### src/rtl/demux_3b_3output_pkg.sv
// Shared definitions for the accumulator datapath's 3-way source mux and return-path demux.
package demux_3b_3output_pkg;

    localparam int unsigned OP_W     = 2;
    localparam int unsigned NUM_DEST = 3;

    localparam logic [OP_W-1:0] OP_A     = 2'b00;
    localparam logic [OP_W-1:0] OP_B     = 2'b01;
    localparam logic [OP_W-1:0] OP_C     = 2'b10;
    localparam logic [OP_W-1:0] OP_C_ALT = 2'b11;

    // One-hot destination select: bit 0 = A, bit 1 = B, bit 2 = C.
    function automatic logic [NUM_DEST-1:0] dest_onehot(input logic [OP_W-1:0] op);
        logic [NUM_DEST-1:0] sel;
        sel = '0;
        case (op)
            OP_A:           sel = 3'b001;
            OP_B:           sel = 3'b010;
            OP_C, OP_C_ALT: sel = 3'b100;
            default:        sel = 3'b100;
        endcase
        return sel;
    endfunction

endpackage

### src/rtl/demux_3b_3output_fifo.sv
// Synchronous FIFO holding {op, data} entries; full/empty are derived from the occupancy count.
module demux_fifo #(
    parameter int unsigned WIDTH = 5,
    parameter int unsigned DEPTH = 2
) (
    input  logic                       clk,
    input  logic                       rst_n,
    input  logic                       push,
    input  logic [WIDTH-1:0]           wdata,
    input  logic                       pop,
    output logic [WIDTH-1:0]           rdata,
    output logic [$clog2(DEPTH):0]     count
);

    localparam int unsigned PTR_W = $clog2(DEPTH);
    localparam int unsigned CNT_W = PTR_W + 1;

    logic [WIDTH-1:0] mem_q [DEPTH];
    logic [WIDTH-1:0] mem_d [DEPTH];
    logic [PTR_W-1:0] wr_ptr_q, wr_ptr_d;
    logic [PTR_W-1:0] rd_ptr_q, rd_ptr_d;
    logic [CNT_W-1:0] count_q, count_d;
    logic             push_ok;
    logic             pop_ok;

    // Guard both strobes so the count can neither overflow nor underflow.
    always_comb begin
        mem_d    = mem_q;
        wr_ptr_d = wr_ptr_q;
        rd_ptr_d = rd_ptr_q;
        count_d  = count_q;
        push_ok  = push && (count_q < CNT_W'(DEPTH));
        pop_ok   = pop && (count_q != '0);

        if (push_ok) begin
            mem_d[wr_ptr_q] = wdata;
            wr_ptr_d        = wr_ptr_q + PTR_W'(1);
        end
        if (pop_ok) begin
            rd_ptr_d = rd_ptr_q + PTR_W'(1);
        end
        if (push_ok && !pop_ok) begin
            count_d = count_q + CNT_W'(1);
        end else if (pop_ok && !push_ok) begin
            count_d = count_q - CNT_W'(1);
        end
    end

    always_ff @(posedge clk or negedge rst_n) begin
        if (!rst_n) begin
            for (int i = 0; i < int'(DEPTH); i++) begin
                mem_q[i] <= '0;
            end
            wr_ptr_q <= '0;
            rd_ptr_q <= '0;
            count_q  <= '0;
        end else begin
            mem_q    <= mem_d;
            wr_ptr_q <= wr_ptr_d;
            rd_ptr_q <= rd_ptr_d;
            count_q  <= count_d;
        end
    end

    assign rdata = mem_q[rd_ptr_q];
    assign count = count_q;

endmodule

### src/rtl/demux_3b_3output.sv
// Buffered 1-to-3 result demux: queues {Op, In_data} and delivers each entry, in order, to A, B or C.
module demux_3b_3output
    import demux_3b_3output_pkg::*;
#(
    parameter int unsigned WIDTH = 3,
    parameter int unsigned DEPTH = 2
) (
    input  logic                   CLK,
    input  logic                   Rst_n,
    input  logic [WIDTH-1:0]       In_data,
    input  logic [OP_W-1:0]        Op,
    input  logic                   In_valid,
    output logic                   In_ready,
    output logic [WIDTH-1:0]       A,
    output logic [WIDTH-1:0]       B,
    output logic [WIDTH-1:0]       C,
    output logic                   A_valid,
    output logic                   B_valid,
    output logic                   C_valid,
    input  logic                   A_ready,
    input  logic                   B_ready,
    input  logic                   C_ready,
    output logic [$clog2(DEPTH):0] Count
);

    localparam int unsigned ENTRY_W = WIDTH + OP_W;
    localparam int unsigned CNT_W   = $clog2(DEPTH) + 1;

    logic [ENTRY_W-1:0]  head;
    logic [WIDTH-1:0]    head_data;
    logic [OP_W-1:0]     head_op;
    logic [NUM_DEST-1:0] dest_sel;
    logic                fifo_push;
    logic                fifo_pop;

    demux_fifo #(
        .WIDTH (ENTRY_W),
        .DEPTH (DEPTH)
    ) u_fifo (
        .clk   (CLK),
        .rst_n (Rst_n),
        .push  (fifo_push),
        .wdata ({Op, In_data}),
        .pop   (fifo_pop),
        .rdata (head),
        .count (Count)
    );

    // Ready depends only on stored occupancy, so a full FIFO never passes through on a pop.
    assign In_ready  = (Count < CNT_W'(DEPTH));
    assign fifo_push = In_valid && In_ready;

    assign head_op   = head[ENTRY_W-1 -: OP_W];
    assign head_data = head[WIDTH-1:0];

    // Steer the head to its one destination; a ready on any other port is ignored.
    always_comb begin
        dest_sel = '0;
        A        = '0;
        B        = '0;
        C        = '0;
        if (Count != '0) begin
            dest_sel = dest_onehot(head_op);
        end
        A_valid  = dest_sel[0];
        B_valid  = dest_sel[1];
        C_valid  = dest_sel[2];
        if (dest_sel[0]) A = head_data;
        if (dest_sel[1]) B = head_data;
        if (dest_sel[2]) C = head_data;
        fifo_pop = |(dest_sel & {C_ready, B_ready, A_ready});
    end

endmodule

### config.mk
export PLATFORM = sky130hd
export DESIGN_NAME = demux_3b_3output
export DESIGN_NICKNAME = d
export VERILOG_FILES = /design/src/rtl/demux_3b_3output_pkg.sv /design/src/rtl/demux_3b_3output_fifo.sv /design/src/rtl/demux_3b_3output.sv
export SDC_FILE = /design/constraint.sdc
export NUM_CORES = 1
export LEC_CHECK = 0
export ABC_AREA = 1
export CAP_MARGIN = 15
export CORE_MARGIN = 10
export CORE_UTILIZATION = 33
export CTS_CLUSTER_DIAMETER = 60
export DETAILED_ROUTE_END_ITERATION = 12
export SYNTH_ARGS = -nofsm -noshare
export SYNTH_HDL_FRONTEND = slang
export SYNTH_SLANG_ARGS = --single-unit
### constraint.sdc
create_clock -name CLK -period 2 [get_ports CLK]
set_input_delay 0.2 -clock CLK [delete_from_list [all_inputs] [get_ports CLK]]
set_output_delay 0.2 -clock CLK [all_outputs]
set_load 0.02 [all_outputs]
* Yosys cells after proc, flatten, opt, wreduce, memory -nomap -nowiden
Index checks and enable logic that the tools add are counted.
Storage, ports and cells: output and inout bits 15, word-level logic and storage cells 45, flip-flop bits (word level) 14, input bits 11
Operators by class: add/sub/neg operators 4, bitwise logic cells 3, reduce and logical (&&, ||, !) cells 13, mux-type cells 13, eq/ne operators 3, order comparisons 4
Operators with widths (count):
- 5-bit 2-to-1 mux | 4
- 3-bit 2-to-1 mux | 4
- 10-bit bitwise mux | 1
- 3-bit one-hot mux with 3 select lines | 1
- 1-bit logical AND | 6
- 5-bit demux with 1-bit select | 1
- 2-bit equality test, second input constant | 2
- 2-bit greater-or-equal comparator, second input constant | 2
- 2-bit 2-to-1 mux | 2
- 1-bit NOT with 2-bit output | 2
- 2-bit nonzero test | 2
- 3-bit bitwise AND | 1
- 3-bit OR reduction | 1
- 1-bit adder, second input constant | 2
- 2-bit by 1-bit adder with 2-bit output, second input constant | 1
- 2-bit by 1-bit equality test with 1-bit output, second input constant | 1
- 1-bit logical NOT | 2
- 2-bit logical NOT | 1
- 2-bit by 1-bit < comparator with 1-bit output, second input constant | 1
- 2-bit < comparator, second input constant | 1
- 2-bit OR reduction | 1
- 2-bit by 1-bit subtractor with 2-bit output, second input constant | 1

* Longest topological paths before layout
Gate-level depths: netlist of the first run.
depth in word-level cells 14, mapped depth 12, mapped depth without buffers 11

* Hierarchy
A second synthesis of the first run with hierarchy kept.
Second synthesis, totals: cell total of the unflattened synthesis 108, area total of the unflattened synthesis 825.8 µm²
Modules (own cells, without submodules):
- demux_fifo | area each 688.2 µm², cells each 78, instances 1
- demux_3b_3output | area each 137.6 µm², cells each 30, instances 1

* Worst setup path before layout of the first run
OpenSTA, ideal clock, no wires.
path kind reg2reg, from register u_fifo.count_q[0] (netlist: u_fifo.count[0]), to register u_fifo.count_q[1] (netlist: u_fifo.count[1]), buffers on the path 0, clock period less this slack 1795 ps, setup slack 205 ps, arrival 1664 ps, stages on the path, launching flop included 10, data required time 1869 ps, cells stage by stage dfrtp_1 nor2_1 nor2_4 nand2_2 nand3_2 inv_1 ha_1 a21oi_1 o21ai_0 xor2_1
Between the ends: longest elaborated chain between the ends 8
RTL lines:
- start, declared | line demux_3b_3output_fifo.sv:22 | logic [CNT_W-1:0] count_q, count_d;
- start signal, assigned | line demux_3b_3output_fifo.sv:61 | count_q <= count_d;
- 2-bit nonzero test (*) | line demux_3b_3output.sv:62 | if (Count != '0) begin
- 3-bit 2-to-1 mux (*) | line demux_3b_3output.sv:62
- net C_valid | line demux_3b_3output.sv:19 | output logic C_valid,
- 3-bit bitwise AND (*) | line demux_3b_3output.sv:71 | fifo_pop = |(dest_sel & {C_ready, B_ready, A_ready});
- 3-bit OR reduction (*) | line demux_3b_3output.sv:71
- 1-bit logical AND (*) | line demux_3b_3output_fifo.sv:33 | pop_ok = pop && (count_q != '0);
- 1-bit logical NOT | line demux_3b_3output_fifo.sv:42 | if (push_ok && !pop_ok) begin
- 1-bit logical AND | line demux_3b_3output_fifo.sv:42
- 2-bit 2-to-1 mux or 2-bit nonzero test (tied branches)
Mark *: on every way through the listed nets, which the timed path passes. The rest lies on a longest branch. The select of a mux whose other input is x is not followed. A chain may end at the register's enable or synchronous reset.

* Worst setup path in the final report of the first run
from register u_fifo.rd_ptr_q, to output C_valid
Between the ends: longest elaborated chain between the ends 8
RTL lines:
- start, declared | line demux_3b_3output_fifo.sv:21 | logic [PTR_W-1:0] rd_ptr_q, rd_ptr_d;
- start signal, assigned | line demux_3b_3output_fifo.sv:60 | rd_ptr_q <= rd_ptr_d;
- 1-bit NOT with 2-bit output (implied by the code) (*) | line demux_3b_3output_fifo.sv:65 | assign rdata = mem_q[rd_ptr_q];
- 5-bit 2-to-1 mux (implied by the code) (*) (3 in series) | line demux_3b_3output_fifo.sv:65
- 2-bit equality test | line demux_3b_3output_pkg.sv:16 | case (op)
- 2-bit OR reduction | line demux_3b_3output_pkg.sv:16
- 3-bit one-hot mux with 3 select lines (*) | line demux_3b_3output_pkg.sv:16
- 3-bit 2-to-1 mux (*) | line demux_3b_3output.sv:62
- end, declared | line demux_3b_3output.sv:19
Every way passes the cells marked *; elsewhere a longest branch is shown, timed or not. The select of a mux whose other input is x is not followed.

==> results of run 1 <==
-- through the flow --
stage / utilization / instance area [um^2] / setup slack, ns / cells
after floorplan: - / 782 / 0.205 / 96
after detailed placement: 0.471 / 1050 / 0.157 / 148
after global routing: 0.483 / 1080 / 0.0255 / 152
after CTS: 0.483 / 1080 / 0.135 / 152
final: 0.483 / 1080 / 0.151 / 152
after global placement: 0.471 / 1050 / 0.182 / 148
-- cell usage after synthesis --
| library cell | count |
|---|---|
| inv_2 | 1 |
| inv_4 | 1 |
| nand4_1 | 2 |
| xnor2_1 | 1 |
| nand2_1 | 26 |
| o21ai_0 | 6 |
| or2_1 | 1 |
| nor2_2 | 1 |
| xor2_1 | 1 |
| dfrtp_1 | 14 |
| nor2_1 | 10 |
| inv_1 | 15 |
| ha_1 | 1 |
| nor2_4 | 1 |
| buf_6 | 2 |
| nand2_2 | 2 |
| nand3_2 | 2 |
| a21oi_1 | 1 |
| o21ai_2 | 5 |
| mux2i_1 | 3 |
-- layout make-up --
cell class              count  area, um^2  share of cell area
multi-input cells          63         345               0.320
clock buffers               4        36.3              0.0336
repair buffers             26         244               0.226
flip-flops and latches     14         352               0.326
inverters                  17        66.3              0.0615
well taps                  28        35.0              0.0325
-- layer usage --
layer / routed length (um) / part of all wire / vias up
met4: 9 / 0.0048 / 0
met5: 0 / 0 / -
met2: 990 / 0.53 / 11
met3: 94 / 0.050 / 2
li1: - / - / 349
met1: 788 / 0.42 / 304
-- worst paths after layout --
| check | startpoint | slack, ns | to | depth (start not counted) |
|---|---|---|---|---|
| worst min register to register | u_fifo.mem_q[7] | 0.49 | u_fifo.mem_q[7] | 2 |
| worst max register to register | u_fifo.rd_ptr_q | 0.22 | u_fifo.count[1] | 10 |
| min in group CLK | Op[0] | 0.48 | u_fifo.mem_q[8] | 3 |
| max in group asynchronous | Rst_n | 1.27 | u_fifo.rd_ptr_q | 1 |
| worst min-delay path | Rst_n | 0.30 | u_fifo.mem_q[1] | 1 |
| worst max-delay path | u_fifo.rd_ptr_q | 0.15 | C_valid | 4 |
-- worst max-delay path: cells and delay by family, from the launching register on --
family,cells,cell delay (ns)
buffers and inverters,1,0.62
AND/OR/NAND/NOR,3,0.28
flip-flops,1,0.47
-- placed cells by master (no fill, tap or decap), drive strengths merged --
cell type / synthesis / routed
nor2: 12 / 12
a21oi: 1 / 1
inv: 17 / 17
dfrtp: 14 / 14
nand3: 2 / 2
o21ai: 11 / 11
nand4: 2 / 2
xor2: 1 / 1
or2: 1 / 1
nand2: 28 / 28
buf: 2 / 1
ha: 1 / 1
dlygate4sd2: 0 / 11
xnor2: 1 / 1
mux2i: 3 / 3
clkdlybuf4s50: 0 / 14
clkbuf: 0 / 4
-- flip-flops by register name, indices dropped and copies added (netlist names) --
register,flops
u_fifo.wr_ptr_q,1
u_fifo.rd_ptr_q,1
u_fifo.count,2
u_fifo.mem_q,10
-- cells by family (layout without fill, tap and decap cells) --
group	after synthesis	count (layout)	share of synthesized area
adder cells (fa/ha/maj)	1	1	0.0160
XOR/XNOR	2	2	0.0224
buffers and inverters	19	47	0.114
AO/OA/AOI/OAI	12	12	0.101
flip-flops	14	14	0.448
multiplexers	3	3	0.0384
AND/OR/NAND/NOR	45	45	0.261
-- where the power goes --
| part | internal [mW] | switching [mW] | total (mW) |
|---|---|---|---|
| combinational | 0.473 | 0.714 | 1.19 |
| clock | 0.111 | 0.0970 | 0.208 |
| sequential | 0.425 | 0.110 | 0.535 |
-- repair_timing --
| action | 4_1_cts | 5_1_grt |
|---|---|---|
| hold endpoints to repair | 0 | 0 |
| hold buffers | 0 | 0 |
| endpoints found under the setup margin | 11 | 0 |
| gates resized for setup | 13 | 0 |
==> flow_summary.json, run 1 <==
{
  "drt-initial-drc-count": 6,
  "gp_congestion": 0.759,
  "worst_path_max_delay_cell": "clkdlybuf4s50_1",
  "finalNetCount": 137,
  "cp-start-kind": "flip-flop",
  "drv_slew": 0,
  "path_cells": "nand2_1 -> nand2_2 -> nor2_4 -> clkdlybuf4s50_1",
  "crit_fanout": 6,
  "yosys.area.top_type": "dfrtp_1",
  "postSynthCellCount": 96,
  "max-slew-margin-rel": 0.584,
  "path_class": "flip-flop to output pin",
  "dieArea_um2": 4720,
  "critPathRequiredTime_ns": 1.80,
  "end_kind": "output pin",
  "worst_slew_pin_slew_ns": 0.622,
  "setup_violations": 0,
  "crit_path_max_incr_delay_ns": 0.62,
  "use_met3": 0.0290,
  "avgSynthCellArea_um2": 8.15,
  "die_y_um": 68.7,
  "cp.arrival_ns": 1.65,
  "antenna_found_initial": 0,
  "via_count": 666,
  "cts_max_level": 1,
  "port_buffers": 25,
  "cts_max_path_buffers": 2,
  "cts_tree": "done",
  "ys_ff_latch": 14,
  "syn-cell-area_um2": 782,
  "path_clk_slew_ns": 0.09,
  "dr.pass1.iters": 3,
  "netlist.area_leader.share": 0.448,
  "antenna_cells": 0,
  "clk_latency_ns": 0.28,
  "power.density_nw_per_um2": 1790,
  "holdWs_ns": 0.300,
  "worstHoldPathType": "input port to asynchronous set/reset pin",
  "drive_gt1_frac": 0.161,
  "wl_per_cell_um": 12.4,
  "p_total_mw": 1.93,
  "grt_max_degree": 15,
  "finClkSkew_ns": 0.00216,
  "hpwl_mm": 1.51,
  "synth.top_cells.by_area": "dfrtp_1, nand2_1, inv_1",
  "fillers": 229,
  "rsz0062_at_grt": "false",
  "viasPerCell": 4.38,
  "period_minus_slack_ns": 1.85,
  "vdd_ir_drop_max_mv": 0.806,
  "cts-root-buf": "clkbuf_4",
  "areaGrowthSynthToFinish_pct": 37.9,
  "post-route-period-util": 0.925,
  "ys_seq_area_frac": 0.448,
  "track_usage": 0.0860,
  "cts_setup_buffers": 0,
  "clock-sinks": 14,
  "overflow": 0,
  "ys.warnings.count": 0,
  "rows": 17,
  "start_util": 0.350,
  "hold_viol": 0,
  "ios": 26,
  "leakage_nw": 0.584,
  "cts_made_buffers": 3,
  "die_x_um": 68.7,
  "yosysUniqueCellTypes": 20,
  "grt_pass1_vias": 687,
  "maxCapViolCount": 0,
  "synth.net_count": 108,
  "use_met1": 0.0942,
  "max_freq_ghz": 0.541,
  "wl_mm": 1.88,
  "ant_nets": 0,
  "drc": 0,
  "top_usage_layer": "met2",
  "fin_tns_setup_ns": 0,
  "grt_pass1_wl_mm": 3.08,
  "groute.layer.met2.usage": 0.151,
  "core_um2": 2230,
  "status": "complete, no violations"
}
Power figures use the tool's default switching activity.
==> run 2: changes to the inputs <==
- clock period: 2 -> 2.2 ns (I/O delays scaled with it)
==> run 2 against run 1 <==
Against the previous run:
- power decreased by 6.4%
- sequential share of layout area decreased by 0.88 points
- global-route usage increased by 0.16 points
- final cell count unchanged
- routed wire length decreased by 1.2%
- count of clock-buffer cells in the layout unchanged
- critical path type unchanged
==> flow_summary.json, run 2 (synthesized netlist as in run 1, its figures left out) <==
{
  "antenna_found_initial": 0,
  "power_frac_seq": 0.270,
  "leakage_nw": 0.664,
  "path_clk_slew_ns": 0.09,
  "cp-start-kind": "flip-flop",
  "groute.layer.met2.usage": 0.142,
  "clock-sinks": 14,
  "dr.pass1.iters": 3,
  "max-slew-margin-rel": 0.572,
  "mostFrequentLayoutCells": "nand2_1, clkdlybuf4s50_1, inv_1",
  "cts-root-buf": "clkbuf_4",
  "power.density_nw_per_um2": 1630,
  "fin_tns_setup_ns": 0,
  "rows": 17,
  "drv_slew": 0,
  "grt_pass1_wl_mm": 3.11,
  "p_total_mw": 1.81,
  "worst_slew_pin_slew_ns": 0.640,
  "dp_slack_ns": 0.224,
  "top_usage_layer": "met2",
  "cts_made_buffers": 3,
  "viasPerCell": 4.36,
  "cts_max_level": 1,
  "grt_max_degree": 15,
  "worstHoldPathType": "input port to asynchronous set/reset pin",
  "regMostFlops": "u_fifo.mem_q",
  "holdWs_ns": 0.326,
  "finClkSkew_ns": 0.00561,
  "ant_nets": 0,
  "port_buffers": 25,
  "via_count": 662,
  "switching_share": 0.462,
  "gp_congestion": 0.747,
  "vdd_ir_drop_max_mv": 0.782,
  "start_util": 0.350,
  "comb_power_share": 0.626,
  "switching_power_uw": 835,
  "intPower_uw": 971,
  "wl_mm": 1.86,
  "final_util": 0.496,
  "setup_violations": 0,
  "cts_tree": "done",
  "cts_max_path_buffers": 2,
  "layout_commonest_cell": "nand2_1",
  "antenna_cells": 0,
  "cp.arrival_ns": 1.84,
  "end_kind": "output pin",
  "post-route-period-util": 0.937,
  "use_met1": 0.101,
  "largest_reg_flops": 10,
  "die_y_um": 68.7,
  "track_usage": 0.0876,
  "ios": 26,
  "drc": 0,
  "crit_fanout": 7,
  "finalNetCount": 137,
  "grt_pass1_vias": 633,
  "core_um2": 2230,
  "critPathRequiredTime_ns": 1.98,
  "period_minus_slack_ns": 2.06,
  "max_freq_ghz": 0.485,
  "areaGrowthSynthToFinish_pct": 41.8,
  "path_class": "flip-flop to output pin",
  "hold_buffers": 0,
  "overflow": 0,
  "hold_viol": 0,
  "status": "complete, no violations",
  "maxCapViolCount": 0,
  "die_x_um": 68.7,
  "drive_gt1_frac": 0.161,
  "hpwl_mm": 1.51,
  "fillers": 230,
  "fin_ws_ns": 0.139,
  "use_met3": 0.0483,
  "drt-initial-drc-count": 7,
  "power_frac_clock": 0.104,
  "wl_per_cell_um": 12.2,
  "dieArea_um2": 4720,
  "clk_latency_ns": 0.28
}
==> run 2: changes by cell type in the layout (fill, tap and decap cells not counted), sizes merged <==
cell	before	now
dlygate4sd2	11	1
dlymetal6s2s	0	7
clkdlybuf4s50	14	17
==> run 2: final cells by class <==
class / count / area [um^2] / share of cell area
clock buffer: 4 / 36.3 / 0.0327
timing repair buffer: 26 / 274 / 0.247
tap: 28 / 35.0 / 0.0316
multi-input combinational: 63 / 345 / 0.312
sequential: 14 / 352 / 0.317
inverter: 17 / 66.3 / 0.0598
==> run 2: layer usage <==
metal,up-vias,share of wire
li1,351,-
met1,296,0.43
met2,13,0.50
met3,2,0.070
met4,0,0.0054
met5,-,0
==> run 2: power groups by stage <==
stage | clock, mW | combinational (mW) | sequential, mW
3_3_place_gp | 0 | 1.13 | 0.497
4_1_cts | 0.193 | 1.15 | 0.492
5_1_grt | 0.209 | 1.26 | 0.508
2_1_floorplan | 0 | 0.763 | 0.474
6_report | 0.187 | 1.13 | 0.488
3_5_place_dp | 0 | 1.15 | 0.495
==> run 2: repair_timing <==
item                                    in CTS  in global routing
endpoints found under the setup margin       9                 10
gates resized for setup                      2                  8
endpoints found under the hold margin        0                  0
setup buffers                                0                  1
==> run 2: final timing paths <==
kind / from / endpoint / slack [ns] / cells past startpoint
max in group asynchronous: Rst_n / u_fifo.rd_ptr_q / 1.43 / 1
worst max register to register: u_fifo.rd_ptr_q / u_fifo.count[1] / 0.39 / 10
worst min register to register: u_fifo.mem_q[7] / u_fifo.mem_q[7] / 0.50 / 2
min in group CLK: u_fifo.mem_q[7] / u_fifo.mem_q[7] / 0.50 / 2
worst max-delay path: u_fifo.rd_ptr_q / C[2] / 0.14 / 6
worst min-delay path: Rst_n / u_fifo.wr_ptr_q / 0.33 / 1
==> run 2: critical path, cell delays in order, from the launching register on <==
cell             delay (ns)
dfrtp_2                0.47
nand2_1                0.10
nand2_2                0.07
nor2_4                 0.10
inv_1                  0.09
nor2_1                 0.11
clkdlybuf4s50_1        0.61
==> run 2: metrics by stage <==
stage	instances	area, um^2
global route	152	1110
global placement	147	1040
finish	152	1110
floorplan	96	782
CTS	151	1080
detailed placement	147	1040
==> run 3: changes to the inputs <==
- DONT_BUFFER_PORTS: not set -> 1
- SETUP_SLACK_MARGIN: not set -> 0.02
==> run 3 against run 2 <==
Against the previous run:
- clock skew down 0.0020 ns
- hold slack worse by 0.23 ns
- maximum frequency up 4.2%
- register-to-register slack worse by 0.14 ns
- via count down 9.5%
- clock power down 26%
- routed wire length down 7.8%
- setup slack better by 0.084 ns
- cell area down 24%
- core utilization down 12 points
- sequential cell count unchanged
- highest routed layer unchanged
==> flow_summary.json, run 3 (synthesized netlist as in run 1, its figures left out) <==
{
  "largest_reg_flops": 10,
  "drive_gt1_frac": 0.180,
  "cts_max_path_buffers": 2,
  "clk_latency_ns": 0.27,
  "wl_per_cell_um": 13.4,
  "period_minus_slack_ns": 1.98,
  "regMostFlops": "u_fifo.mem_q",
  "finClkSkew_ns": 0.00366,
  "path_clk_slew_ns": 0.08,
  "cp.arrival_ns": 1.76,
  "cp-start-kind": "flip-flop",
  "hpwl_mm": 1.39,
  "rows": 17,
  "intPower_uw": 720,
  "cts_tree": "done",
  "holdWs_ns": 0.0982,
  "grt_max_degree": 15,
  "cts_made_buffers": 3,
  "switching_share": 0.524,
  "core_um2": 2230,
  "switching_power_uw": 791,
  "status": "complete, no violations",
  "path_class": "flip-flop to output pin",
  "crit_path_max_incr_delay_ns": 0.58,
  "gp_congestion": 0.820,
  "drc": 0,
  "seqCellArea_um2": 350,
  "mostFrequentLayoutCells": "nand2_1, inv_1, dfrtp_1",
  "worst_path_max_delay_cell": "dfrtp_1",
  "maxCapViolCount": 0,
  "end_kind": "output pin",
  "ios": 26,
  "vdd_ir_drop_max_mv": 0.583,
  "multi_input_area_um2": 343,
  "ant_nets": 0,
  "worst_slew_pin_slew_ns": 0.638,
  "finalNetCount": 114,
  "areaGrowthSynthToFinish_pct": 7.68,
  "antenna_cells": 0,
  "antenna_found_initial": 0,
  "power_frac_seq": 0.328,
  "setup_violations": 0,
  "fin_tns_setup_ns": 0,
  "die_x_um": 68.7,
  "worstHoldPathType": "input port to flip-flop",
  "drt-initial-drc-count": 15,
  "post-route-period-util": 0.899,
  "track_usage": 0.0811,
  "overflow": 0,
  "cts_setup_buffers": 0,
  "cts-root-buf": "clkbuf_4",
  "fillers": 233,
  "max-slew-margin-rel": 0.574,
  "crit_fanout": 8,
  "power_frac_clock": 0.091,
  "layout_commonest_cell": "nand2_1",
  "grt_pass1_vias": 627,
  "clock-sinks": 14,
  "port_buffers": 0,
  "start_util": 0.350,
  "path_cells": "inv_4 -> nand2_1 -> nand2_2 -> nor2_4 -> buf_4 -> inv_1 -> nor2_1",
  "cts_max_level": 1,
  "p_total_mw": 1.51,
  "final_util": 0.377,
  "comb_power_share": 0.581,
  "viasPerCell": 4.68,
  "grt_pass1_wl_mm": 2.88,
  "power.density_nw_per_um2": 1790,
  "via_count": 599,
  "leakage_nw": 0.450,
  "rsz0062_at_grt": "false",
  "die_y_um": 68.7,
  "dr.pass1.iters": 4,
  "wl_mm": 1.72,
  "critPathRequiredTime_ns": 1.98,
  "hold_viol": 0,
  "max_freq_ghz": 0.506,
  "drv_slew": 0,
  "dieArea_um2": 4720
}
==> run 3: final cells by class <==
class                   count  area share
well taps                  28      0.0416
repair buffers              3      0.0297
inverters                  17      0.0788
clock buffers               3      0.0267
multi-input cells          63       0.407
flip-flops and latches     14       0.416
==> run 3: metal layers <==
layer | track usage | share of wire | vias to the layer above
li1 | - | - | 301
met5 | 0 | 0 | -
met3 | 0.0290 | 0.065 | 2
met1 | 0.0868 | 0.42 | 281
met4 | 0.0528 | 0.0099 | 0
met2 | 0.132 | 0.50 | 15
==> run 3: final timing paths <==
kind | from | end | slack, ns | depth (start not counted)
worst max-delay path | u_fifo.rd_ptr_q | C[1] | 0.22 | 7
worst min-delay path | In_data[1] | u_fifo.mem_q[6] | 0.1 | 2
min in group asynchronous | Rst_n | u_fifo.rd_ptr_q | 0.41 | 1
worst min register to register | u_fifo.mem_q[8] | u_fifo.mem_q[8] | 0.49 | 2
worst max register to register | u_fifo.count[1] | u_fifo.count[1] | 0.25 | 9
max in group asynchronous | Rst_n | u_fifo.mem_q[8] | 1.38 | 1
==> run 3: what timing repair did <==
action                     4_1_cts  5_1_grt
setup endpoints to repair        0        0
gates resized for setup          0        0
hold buffers                     1        0
hold endpoints to repair        14        0
==> run 3: power groups by stage <==
stage / combinational [mW] / clock, mW / sequential, mW
2_1_floorplan: 0.763 / 0 / 0.474
3_3_place_gp: 0.871 / 0 / 0.498
3_5_place_dp: 0.887 / 0 / 0.500
4_1_cts: 0.896 / 0.144 / 0.495
5_1_grt: 1.00 / 0.156 / 0.511
6_report: 0.878 / 0.138 / 0.496
==> run 3: critical path, delay by kind of cell, from the launching register on <==
kind	cells	cell delay, ns
buffers and inverters	3	0.29
flip-flops	1	0.58
AND/OR/NAND/NOR	4	0.61
==> run 3: per-stage QoR <==
| step | std cells | cell area [um^2] | worst slack [ns] |
|---|---|---|---|
| 2_1_floorplan | 96 | 782 | 0.405 |
| 3_3_place_gp | 124 | 810 | 0.294 |
| 3_5_place_dp | 124 | 810 | 0.262 |
| 4_1_cts | 128 | 842 | 0.196 |
| 5_1_grt | 128 | 842 | 0.0555 |
| 6_report | 128 | 842 | 0.223 |
